## config.mk

```make
export PLATFORM = sky130hd
export DESIGN_NAME = spi_sub_aes_flat
export DESIGN_NICKNAME = d
export VERILOG_FILES = /design/src/rtl/spi_aes_pkg.sv /design/src/rtl/spi_sub_aes_if.sv /design/src/rtl/spi_sync_edge.sv /design/src/rtl/spi_sub_aes.sv /design/src/flat_wrapper.sv
export SDC_FILE = /design/constraint.sdc
export NUM_CORES = 1
export LEC_CHECK = 0
export CORE_ASPECT_RATIO = 1.1
export CORE_MARGIN = 2
export CORE_UTILIZATION = 36
export CTS_BUF_LIST = sky130_fd_sc_hd__clkbuf_4
export DETAILED_ROUTE_END_ITERATION = 6
export GPL_TIMING_DRIVEN = 0
export PLACE_DENSITY = 0.68
export REMOVE_ABC_BUFFERS = 1
export SYNTH_ARGS = -nofsm -noshare
export SYNTH_HDL_FRONTEND = slang
export SYNTH_SLANG_ARGS = --single-unit
```

## constraint.sdc

```tcl
create_clock -name clk -period 4.23 [get_ports clk]
set_clock_uncertainty 0.2 [all_clocks]
set_input_delay 0.846 -clock clk [delete_from_list [all_inputs] [get_ports clk]]
set_output_delay 0.846 -clock clk [all_outputs]
set_load 0.05 [all_outputs]
```

## src/rtl/spi_aes_pkg.sv

```systemverilog
// Shared definitions for the AES-link SPI subordinate: header mode codes,
// payload lengths, FSM state encoding and a saturating counter helper.
package spi_aes_pkg;

    localparam logic [1:0] MODE_128 = 2'b00;
    localparam logic [1:0] MODE_192 = 2'b01;
    localparam logic [1:0] MODE_256 = 2'b10;
    localparam logic [1:0] MODE_BAD = 2'b11;

    localparam int unsigned LEN_128  = 128;
    localparam int unsigned LEN_192  = 192;
    localparam int unsigned LEN_256  = 256;
    localparam int unsigned HDR_BITS = 2;

    // Bit counters are 9 bits wide and stick at their maximum.
    localparam int unsigned CNT_W = 9;

    typedef enum logic [2:0] {
        S_WAIT_IDLE,
        S_IDLE,
        S_HDR,
        S_PAYLOAD,
        S_DRAIN
    } state_t;

    function automatic logic [CNT_W-1:0] sat_inc(input logic [CNT_W-1:0] v);
        return (v == '1) ? v : v + 1'b1;
    endfunction

    // Payload length for a valid header; MODE_BAD never reaches here.
    function automatic logic [CNT_W-1:0] mode_len(input logic [1:0] m);
        case (m)
            MODE_192: return CNT_W'(LEN_192);
            MODE_256: return CNT_W'(LEN_256);
            default:  return CNT_W'(LEN_128);
        endcase
    endfunction

endpackage

```

## src/rtl/spi_sub_aes_if.sv

```systemverilog
// SPI pin bundle between the AES-link main and subordinate.
interface spi_sub_aes_if;

    logic sclk;
    logic cs_n;
    logic mosi;
    logic miso;

    modport master (output sclk, output cs_n, output mosi, input miso);
    modport slave  (input sclk, input cs_n, input mosi, output miso);

endinterface

```

## src/rtl/spi_sync_edge.sv

```systemverilog
// Synchronizer chain for an asynchronous pin followed by one edge-detect
// register. rise/fall are single-clk events aligned with the last sync stage.
// The chain resets to 0 so a low pin never produces a spurious edge.
module spi_sync_edge #(
    parameter int unsigned SYNC_STAGES = 2
) (
    input  logic clk,
    input  logic rst,
    input  logic d,
    output logic rise,
    output logic fall
);

    logic [SYNC_STAGES-1:0] chain;
    logic                   q_d;

    // Shift the pin through the synchronizer and remember the previous level.
    always_ff @(posedge clk) begin
        if (rst) begin
            chain <= '0;
            q_d   <= 1'b0;
        end else begin
            chain[0] <= d;
            for (int unsigned i = 1; i < SYNC_STAGES; i++) begin
                chain[i] <= chain[i-1];
            end
            q_d <= chain[SYNC_STAGES-1];
        end
    end

    assign rise = chain[SYNC_STAGES-1] & ~q_d;
    assign fall = ~chain[SYNC_STAGES-1] & q_d;

endmodule

```

## src/rtl/spi_sub_aes.sv

```systemverilog
// SPI subordinate endpoint for the AES link. Oversamples sclk/cs_n/mosi on
// the system clock, receives a 2-bit key-size header plus payload, and
// returns a 128-bit result on miso during the first 128 bit periods.
module spi_sub_aes
    import spi_aes_pkg::*;
#(
    parameter int unsigned SYNC_STAGES = 2,
    parameter int unsigned RESULT_W    = 128,
    parameter int unsigned MAX_PAYLOAD = 256
) (
    input  logic                   clk,
    input  logic                   rst,
    spi_sub_aes_if.slave           spi,
    input  logic [RESULT_W-1:0]    tx_data,
    output logic [1:0]             rx_mode,
    output logic [MAX_PAYLOAD-1:0] rx_data,
    output logic                   rx_valid,
    output logic                   frame_err,
    output logic                   busy
);

    localparam int unsigned      TX_IDX_W   = $clog2(RESULT_W);
    localparam logic [CNT_W-1:0] RESULT_CNT = CNT_W'(RESULT_W);
    localparam logic [CNT_W-1:0] HDR_LAST   = CNT_W'(HDR_BITS - 1);

    logic sclk_rise_raw, sclk_fall_raw, sclk_rise, sclk_fall;
    logic cs_rise, cs_fall;
    logic [SYNC_STAGES-1:0] mosi_chain;
    logic mosi_s;

    state_t                 state, state_n;
    logic                   cs_high, cs_high_n;
    logic [CNT_W-1:0]       fall_cnt, fall_cnt_n;
    logic [CNT_W-1:0]       pay_cnt, pay_cnt_n;
    logic [CNT_W-1:0]       len, len_n;
    logic [1:0]             hdr, hdr_n;
    logic [MAX_PAYLOAD-1:0] payload_sr, payload_sr_n;
    logic [RESULT_W-1:0]    tx_shadow, tx_shadow_n;
    logic                   miso_q, miso_n;
    logic [1:0]             rx_mode_n;
    logic [MAX_PAYLOAD-1:0] rx_data_n;
    logic                   rx_valid_n, frame_err_n, busy_n;
    logic [TX_IDX_W-1:0]    tx_idx;
    logic                   in_frame;

    spi_sync_edge #(.SYNC_STAGES(SYNC_STAGES)) u_sclk_sync (
        .clk  (clk),
        .rst  (rst),
        .d    (spi.sclk),
        .rise (sclk_rise_raw),
        .fall (sclk_fall_raw)
    );

    spi_sync_edge #(.SYNC_STAGES(SYNC_STAGES)) u_cs_sync (
        .clk  (clk),
        .rst  (rst),
        .d    (spi.cs_n),
        .rise (cs_rise),
        .fall (cs_fall)
    );

    // mosi only needs a synchronized level, aligned with the sclk edge events.
    always_ff @(posedge clk) begin
        if (rst) begin
            mosi_chain <= '0;
        end else begin
            mosi_chain[0] <= spi.mosi;
            for (int unsigned i = 1; i < SYNC_STAGES; i++) begin
                mosi_chain[i] <= mosi_chain[i-1];
            end
        end
    end

    assign mosi_s = mosi_chain[SYNC_STAGES-1];

    // cs_high tracks the previous synchronized cs_n level, so an sclk edge
    // arriving in the same clk as the cs_n rise is still accepted.
    assign sclk_rise = sclk_rise_raw & ~cs_high;
    assign sclk_fall = sclk_fall_raw & ~cs_high;

    assign spi.miso = miso_q;

    // Register FSM state and all datapath/output state.
    always_ff @(posedge clk) begin
        if (rst) begin
            state      <= S_WAIT_IDLE;
            cs_high    <= 1'b0;
            fall_cnt   <= '0;
            pay_cnt    <= '0;
            len        <= '0;
            hdr        <= '0;
            payload_sr <= '0;
            tx_shadow  <= '0;
            miso_q     <= 1'b0;
            rx_mode    <= '0;
            rx_data    <= '0;
            rx_valid   <= 1'b0;
            frame_err  <= 1'b0;
            busy       <= 1'b0;
        end else begin
            state      <= state_n;
            cs_high    <= cs_high_n;
            fall_cnt   <= fall_cnt_n;
            pay_cnt    <= pay_cnt_n;
            len        <= len_n;
            hdr        <= hdr_n;
            payload_sr <= payload_sr_n;
            tx_shadow  <= tx_shadow_n;
            miso_q     <= miso_n;
            rx_mode    <= rx_mode_n;
            rx_data    <= rx_data_n;
            rx_valid   <= rx_valid_n;
            frame_err  <= frame_err_n;
            busy       <= busy_n;
        end
    end

    // Next-state and datapath decode; sclk falls are handled before a
    // coincident cs_n rise so a frame finishing on that clk still completes.
    always_comb begin
        state_n      = state;
        fall_cnt_n   = fall_cnt;
        pay_cnt_n    = pay_cnt;
        len_n        = len;
        hdr_n        = hdr;
        payload_sr_n = payload_sr;
        tx_shadow_n  = tx_shadow;
        miso_n       = miso_q;
        rx_mode_n    = rx_mode;
        rx_data_n    = rx_data;
        rx_valid_n   = 1'b0;
        frame_err_n  = 1'b0;
        busy_n       = busy;

        cs_high_n = cs_rise ? 1'b1 : (cs_fall ? 1'b0 : cs_high);
        tx_idx    = TX_IDX_W'(RESULT_W - 1) - fall_cnt[TX_IDX_W-1:0];
        in_frame  = state inside {S_HDR, S_PAYLOAD, S_DRAIN};

        if (cs_high) begin
            miso_n = 1'b0;
        end

        unique case (state)
            S_WAIT_IDLE: begin
                if (cs_rise || cs_high) begin
                    state_n = S_IDLE;
                end
            end
            S_IDLE: begin
                if (cs_fall) begin
                    tx_shadow_n  = tx_data;
                    miso_n       = tx_data[RESULT_W-1];
                    fall_cnt_n   = '0;
                    pay_cnt_n    = '0;
                    hdr_n        = '0;
                    payload_sr_n = '0;
                    busy_n       = 1'b1;
                    state_n      = S_HDR;
                end
            end
            S_HDR: begin
                if (sclk_fall) begin
                    hdr_n = {hdr[0], mosi_s};
                    if (fall_cnt == HDR_LAST) begin
                        if (hdr_n == MODE_BAD) begin
                            frame_err_n = 1'b1;
                            state_n     = S_DRAIN;
                        end else begin
                            len_n   = mode_len(hdr_n);
                            state_n = S_PAYLOAD;
                        end
                    end
                end
            end
            S_PAYLOAD: begin
                if (sclk_fall) begin
                    payload_sr_n = {payload_sr[MAX_PAYLOAD-2:0], mosi_s};
                    pay_cnt_n    = sat_inc(pay_cnt);
                    if (pay_cnt_n == len) begin
                        // payload_sr starts cleared, so it is already right-aligned
                        // and zero-extended for shorter modes.
                        rx_data_n  = payload_sr_n;
                        rx_mode_n  = hdr;
                        rx_valid_n = 1'b1;
                        state_n    = S_DRAIN;
                    end
                end
            end
            S_DRAIN: begin
            end
            default: begin
                state_n = S_WAIT_IDLE;
            end
        endcase

        if (in_frame) begin
            if (sclk_fall) begin
                fall_cnt_n = sat_inc(fall_cnt);
            end
            if (sclk_rise) begin
                miso_n = (fall_cnt < RESULT_CNT) ? tx_shadow[tx_idx] : 1'b0;
            end
            if (cs_rise) begin
                if (state_n != S_DRAIN) begin
                    frame_err_n = 1'b1;
                end
                state_n = S_IDLE;
                busy_n  = 1'b0;
                miso_n  = 1'b0;
            end
        end
    end

endmodule

```

## src/flat_wrapper.sv

```systemverilog
// flat-port wrapper written by rule: the top's interface ports become plain ports
module spi_sub_aes_flat import spi_aes_pkg::*;
#(
    parameter int unsigned SYNC_STAGES = 2,
    parameter int unsigned RESULT_W    = 128,
    parameter int unsigned MAX_PAYLOAD = 256
)
  (clk, rst, tx_data, rx_mode, rx_data, rx_valid, frame_err, busy, spi_sclk, spi_cs_n, spi_mosi, spi_miso);
  spi_sub_aes_if spi_i ();
  input  logic clk;
  input  logic rst;
  input  logic [RESULT_W-1:0] tx_data;
  output logic [1:0] rx_mode;
  output logic [MAX_PAYLOAD-1:0] rx_data;
  output logic rx_valid;
  output logic frame_err;
  output logic busy;
  input wire logic [$bits(spi_i.sclk)-1:0] spi_sclk;
  input wire logic [$bits(spi_i.cs_n)-1:0] spi_cs_n;
  input wire logic [$bits(spi_i.mosi)-1:0] spi_mosi;
  output wire logic [$bits(spi_i.miso)-1:0] spi_miso;
  assign spi_i.sclk = spi_sclk;
  assign spi_i.cs_n = spi_cs_n;
  assign spi_i.mosi = spi_mosi;
  assign spi_miso = spi_i.miso;
  spi_sub_aes #(.SYNC_STAGES(SYNC_STAGES), .RESULT_W(RESULT_W), .MAX_PAYLOAD(MAX_PAYLOAD)) u_core (.clk(clk), .rst(rst), .spi(spi_i), .tx_data(tx_data), .rx_mode(rx_mode), .rx_data(rx_data), .rx_valid(rx_valid), .frame_err(frame_err), .busy(busy));
endmodule
```

## Word level (Yosys, flattened, before mapping)

Cells that the tools add are included.

| storage, ports and cells | value |
|---|---|
| flip-flop bits (word level) | 686 |
| input bits | 133 |
| output and inout port bits | 262 |
| logic and storage cells | 115 |

| operators by class | value |
|---|---|
| $add $sub $neg | 3 |
| $lt $le $gt $ge | 2 |
| equality and inequality tests | 16 |
| muxes and demuxes | 49 |
| bitwise logic cells | 14 |
| reduce and logical (&&, ||, !) cells | 12 |

Operators by type and width:

| operator | count |
|---|---|
| $mux W255 | 2 |
| $pmux W255 S2 | 1 |
| $mux W9 | 8 |
| $pmux W9 S2 | 2 |
| $mux W3 | 9 |
| $mux W1 | 22 |
| $add A9 B1 Y9 const B | 2 |
| $eq A9 B9 Y1 const B | 2 |
| $pmux W3 S5 | 1 |
| $eq A9 B1 Y1 const B | 1 |
| $eq A9 B9 Y1 | 1 |
| $lt A9 B8 Y1 const B | 1 |
| $reduce_and A3 Y1 | 3 |
| $lt A7 B8 Y1 const B | 1 |
| $not A1 Y1 | 8 |
| $bmux W1 S7 | 1 |
| $sub A7 B7 Y7 const A | 1 |
| $and A1 B1 Y1 | 6 |
| $eq A3 B2 Y1 const B | 2 |
| $ne A2 B1 Y1 const B | 3 |
| $ne A3 B3 Y1 const B | 2 |
| $reduce_bool A2 Y1 | 3 |
| $eq A2 B2 Y1 const B | 2 |
| $mux W2 | 2 |
| 10 further kinds | 10 |

## Logic depth before layout (Yosys ltp)

| logic depth | value |
|---|---|
| depth after elaboration | 10 |
| depth in mapped cells | 13 |
| depth with buffers taken out | 11 |

## Cells and area by module

From an unflattened synthesis, not the netlist that was laid out.

| second synthesis, totals | value |
|---|---|
| cells, all modules | 3296 |
| area, all modules | 28158.3 µm² |

By module, submodules not included:

| module | times used | cells each | area each (µm²) | sequential area each (µm²) |
|---|---|---|---|---|
| spi_sub_aes | 1 | 3280 | 27975.6 | 13492.9 |
| spi_sync_edge | 2 | 8 | 91.3 | 60.1 |

## Worst setup path after synthesis

No wires, ideal clock.

| path | value |
|---|---|
| path kind | reg-to-reg |
| start point | register u_core.pay_cnt[0] |
| end point | register u_core.rx_data[100] |
| arrival time | 2415 ps |
| slack | 1483 ps |
| stages on the path, launching flop included | 11 |
| cell sequence | dfxtp_1 > ha_1 > and4_1 > a211oi_1 > o2111ai_1 > or3_1 > buf_2 > clkbuf_1 > clkbuf_1 > o31ai_1 > a21oi_1 |

| on the way | value |
|---|---|
| cells in the longest elaborated chain, start to end | 4 |
| elaborated cells on any way between the ends | 5 |
| those cells by class | 1 x add/sub; 2 x eq/ne; 1 x mux; 1 x reduce/logical |

Ends and longest elaborated chain:

| what | RTL line | source |
|---|---|---|
| start: declaration | spi_sub_aes.sv:34 | `logic [CNT_W-1:0] pay_cnt, pay_cnt_n;` |
| start signal: assignment | spi_sub_aes.sv:104 | `pay_cnt <= pay_cnt_n;` |
| $add A9 B1 Y9 / $eq A9 B9 Y1 (equally long branches) | spi_aes_pkg.sv:27 | `return (v == '1) ? v : v + 1'b1;` |
| $mux W9 (*) | spi_aes_pkg.sv:27 |  |
| $eq A9 B9 Y1 (*) | spi_sub_aes.sv:179 | `if (pay_cnt_n == len) begin` |
| $reduce_and A3 Y1 (no line) (*) | n/a |  |
| end signal: assignment | spi_sub_aes.sv:111 | `rx_data <= rx_data_n;` |
| end: declaration | spi_sub_aes.sv:16 | `output logic [MAX_PAYLOAD-1:0] rx_data,` |

Mark *: on every way between the ends. The rest lies on a longest branch, timed or not.
A chain may end at the register's enable or synchronous reset.

## Worst setup path in the final report

| path | value |
|---|---|
| start point | register u_core.state[1] |
| end point | register u_core.rx_data[208] |

| on the way | value |
|---|---|
| cells in the longest elaborated chain, start to end | 2 |

Ends and longest elaborated chain:

| what | RTL line | source |
|---|---|---|
| start: declaration | spi_sub_aes.sv:31 | `state_t state, state_n;` |
| start signal: assignment | spi_sub_aes.sv:101 | `state <= state_n;` |
| $eq A3 B2 Y1 | spi_sub_aes.sv:143 | `unique case (state)` |
| $reduce_and A3 Y1 (no line) | n/a |  |

Every way passes these cells.

==> results.toml <==
[logic_synthesis]
syn-cell-area_mm2 = 0.0284
async_flop_share_pct = 0
synth.distinct_cells = 53
ys_ff_latch = 680
ys.flop_type = "dfxtp_1"
syn_inst = 3265
ys_seq_area_share_pct = 47.9
syn_avg_cell_area_um2 = 8.70
synth-edff-count = 0
yosysWarnings = 0

[power_and_ir_drop]
clockPowerShare_pct = 45.4
p_sw_w = 0.00286
power.internal_w = 0.00943
powerDensity_mw_per_mm2 = 341
power.share.switching_pct = 23.2
combPwrFrac_pct = 2.3
seq_power_share_pct = 52.2
leakagePower_nw = 11.0
ir_drop_uv = 192
total_power_w = 0.0123

[die]
fp.dieW_um = 272
core_area_mm2 = 0.0785
die_y_um = 299
rows = 108
boundaryPins = 395
initial_core_util_pct = 36.2
die-area_mm2 = 0.0812

[clock_network]
cts_buffers = 177
cts_setup_buffers = 0
clock_sinks = 680
clockBufferDepth = 3
cts-root-buf = "clkbuf_4"
htreeDepth = 4
cts_tree = "yes"
insertion_delay_ns = 1.02
clk_pin_slew_ns = 0.07

[detailed_routing]
drc = 0
wl_per_cell_um = 17.0
via_count = 25700
ant_nets = 0
drt-total-wl_um = 79700
first_pass_iters = 5
drt_first_iter_violations = 1956
via_per_inst = 5.47

[sta]
slew_headroom_pct = 23.3
worst_slack_ns = 0.463
finalSetupViolations = 0
fin_crit_ns = 3.77
hold_viol = 0
fin_tns_setup_ns = 0
drv_slew = 0
fin_crit_sh_pct = 89.1
fmax_mhz = 265
tightestPinTransition_ns = 1.15
whs_ns = 0.168
rsz0062_at_grt = "no"

[grt]
first_global_vias = 24300
overflow = 0
grt_pass1_wl_um = 128000
grtUsageTotal_pct = 19.0
grt_max_degree = 153
antenna_found_initial = 3

[layout]
area_delta_synth_final_pct = 26.8
fin_nets = 3682
fill_cells = 7662
layout_commonest_cell = "dfxtp_1"
drive_gt1_share_pct = 16.5
mostFrequentLayoutCells = "dfxtp_1, a21oi_1, nand2_1, clkdlybuf4s50_1, nand3_1"
multiInputGateArea_mm2 = 0.0131
regArea_mm2 = 0.0136
utilization_pct = 45.9

[setup_path]
crit_path_end_kind = "flop"
crit_arrival_ns = 4.49
cp_max_fo = 46
cp.required_ns = 4.95
crit_type = "flop to flop"
worstSetupStartpointType = "flop"

[status]
status = "finished, final reports clean"

[place]
dpl.hpwl_um = 50100
dp_slack_ns = 0.303
gp_congestion = 0.783
port_buffers = 394

[worst_hold_path]
worstHoldPathType = "input pin to flop"

[job]
drv_cap = 0
-- worst paths after layout --
check                                        to                          startpoint  slack [ns]  cells after the start
max reg2reg    u_core.rx_data[208]$_SDFFE_PP0P_          u_core.state[1]$_SDFF_PP0_        0.46                     12
min           u_core.tx_shadow[54]$_SDFFE_PP0P_                         tx_data[54]        0.17                      3
max            u_core.rx_data[208]$_SDFFE_PP0P_          u_core.state[1]$_SDFF_PP0_        0.46                     12
min reg2reg  u_core.payload_sr[57]$_SDFFE_PP0P_  u_core.payload_sr[56]$_SDFFE_PP0P_        0.19                      2
-- registers in the layout (all words and copies together), names as in the netlist --
signal and count:
u_core.rx_data 256, u_core.payload_sr 255, u_core.tx_shadow 128, u_core.fall_cnt 9
u_core.pay_cnt 9, u_core.len 3, u_core.state 3, u_core.hdr 2
u_core.mosi_chain 2, u_core.rx_mode 2, u_core.u_cs_sync.chain 2, u_core.u_sclk_sync.chain 2
u_core.busy 1, u_core.cs_high 1, u_core.frame_err 1, u_core.rx_valid 1
u_core.spi.miso 1, u_core.u_cs_sync.q_d 1, u_core.u_sclk_sync.q_d 1
-- cells in the mapped netlist (all sizes together) (3+ instances only) --
library cell  instances  area [um2]
dfxtp               680       13600
a21oi               665        3330
nand2               536        2010
nand3               278        1390
clkbuf              272        1020
nand4               261        1630
o31ai               259        2910
buf                 112         672
nor2                 35         131
mux4                 32         721
nor3                 15        80.1
nor2b                13        81.3
o21ai                11        55.1
inv                  10        37.5
and4                  7        66.3
mux2i                 7        70.1
and3                  6        37.5
ha                    6        75.1
a211oi                5        37.5
a31oi                 5        31.3
nand2b                4        25.0
nor4                  4        40.0
nor3b                 3        22.5
o211ai                3        22.5
o21a                  3        22.5
o22ai                 3        18.8
or2                   3        18.8
or3                   3        18.8
-- cells by family after synthesis --
kind of cell               after synthesis  share of synthesized area (%)
AOI/OAI and AO/OA                      968                           23.1
xor gates and xnor gates                 3                         0.0925
adders and majority gates                6                          0.264
muxes                                   40                           2.82
and+or+nand+nor                       1174                           19.7
DFF                                    680                           47.9
buffers and inverters                  394                           6.09
-- power by group through the flow --
stage               clock [W]  sequential (W)  combinational [W]
finish                0.00558         0.00642           0.000288
global route          0.00613         0.00641           0.000309
CTS                   0.00579         0.00642           0.000288
detailed placement          0         0.00656           0.000283
global placement            0         0.00656           0.000298
floorplan                   0         0.00656          0.0000306
-- routing by layer --
layer	global-route usage (%)	part of all wire [%]	up-vias
li1	-	-	12500
met1	23.6	42	12300
met2	30.3	47	776
met3	6.24	7.6	136
met4	7.52	2.8	2
met5	0	0.016	-
-- stage by stage --
stage | area [um2] | instances
global route | 36000 | 4701
finish | 36000 | 4701
CTS | 36000 | 4698
detailed placement | 33800 | 4405
global placement | 32000 | 4320
floorplan | 26700 | 2881
-- critical path, stage by stage, from the launching register on --
cell	delay [ns]
dfxtp_1	0.48
nor2b_2	0.44
nand2_1	0.19
nor2_4	0.45
buf_16	0.23
buf_12	0.22
buf_12	0.25
buf_12	0.22
buf_16	0.20
buf_12	0.22
buf_12	0.24
nand4_1	0.14
a21oi_1	0.13
-- area by class of cell --
cell class | count | area share [%]
clock buffer | 257 | 5.36
timing repair buffer | 483 | 16.0
inverter | 10 | 0.104
sequential | 680 | 37.8
antenna | 3 | 0.0208
tap | 1045 | 3.63
multi-input combinational | 2191 | 36.5
clock inverter | 32 | 0.584
-- repair_timing --
action	in CTS	in global routing
hold endpoints to repair	53	0
hold buffers	4	0
gates resized for setup	0	1
setup endpoints to repair	0	1
Note: power is estimated with default switching activity, not from simulation.
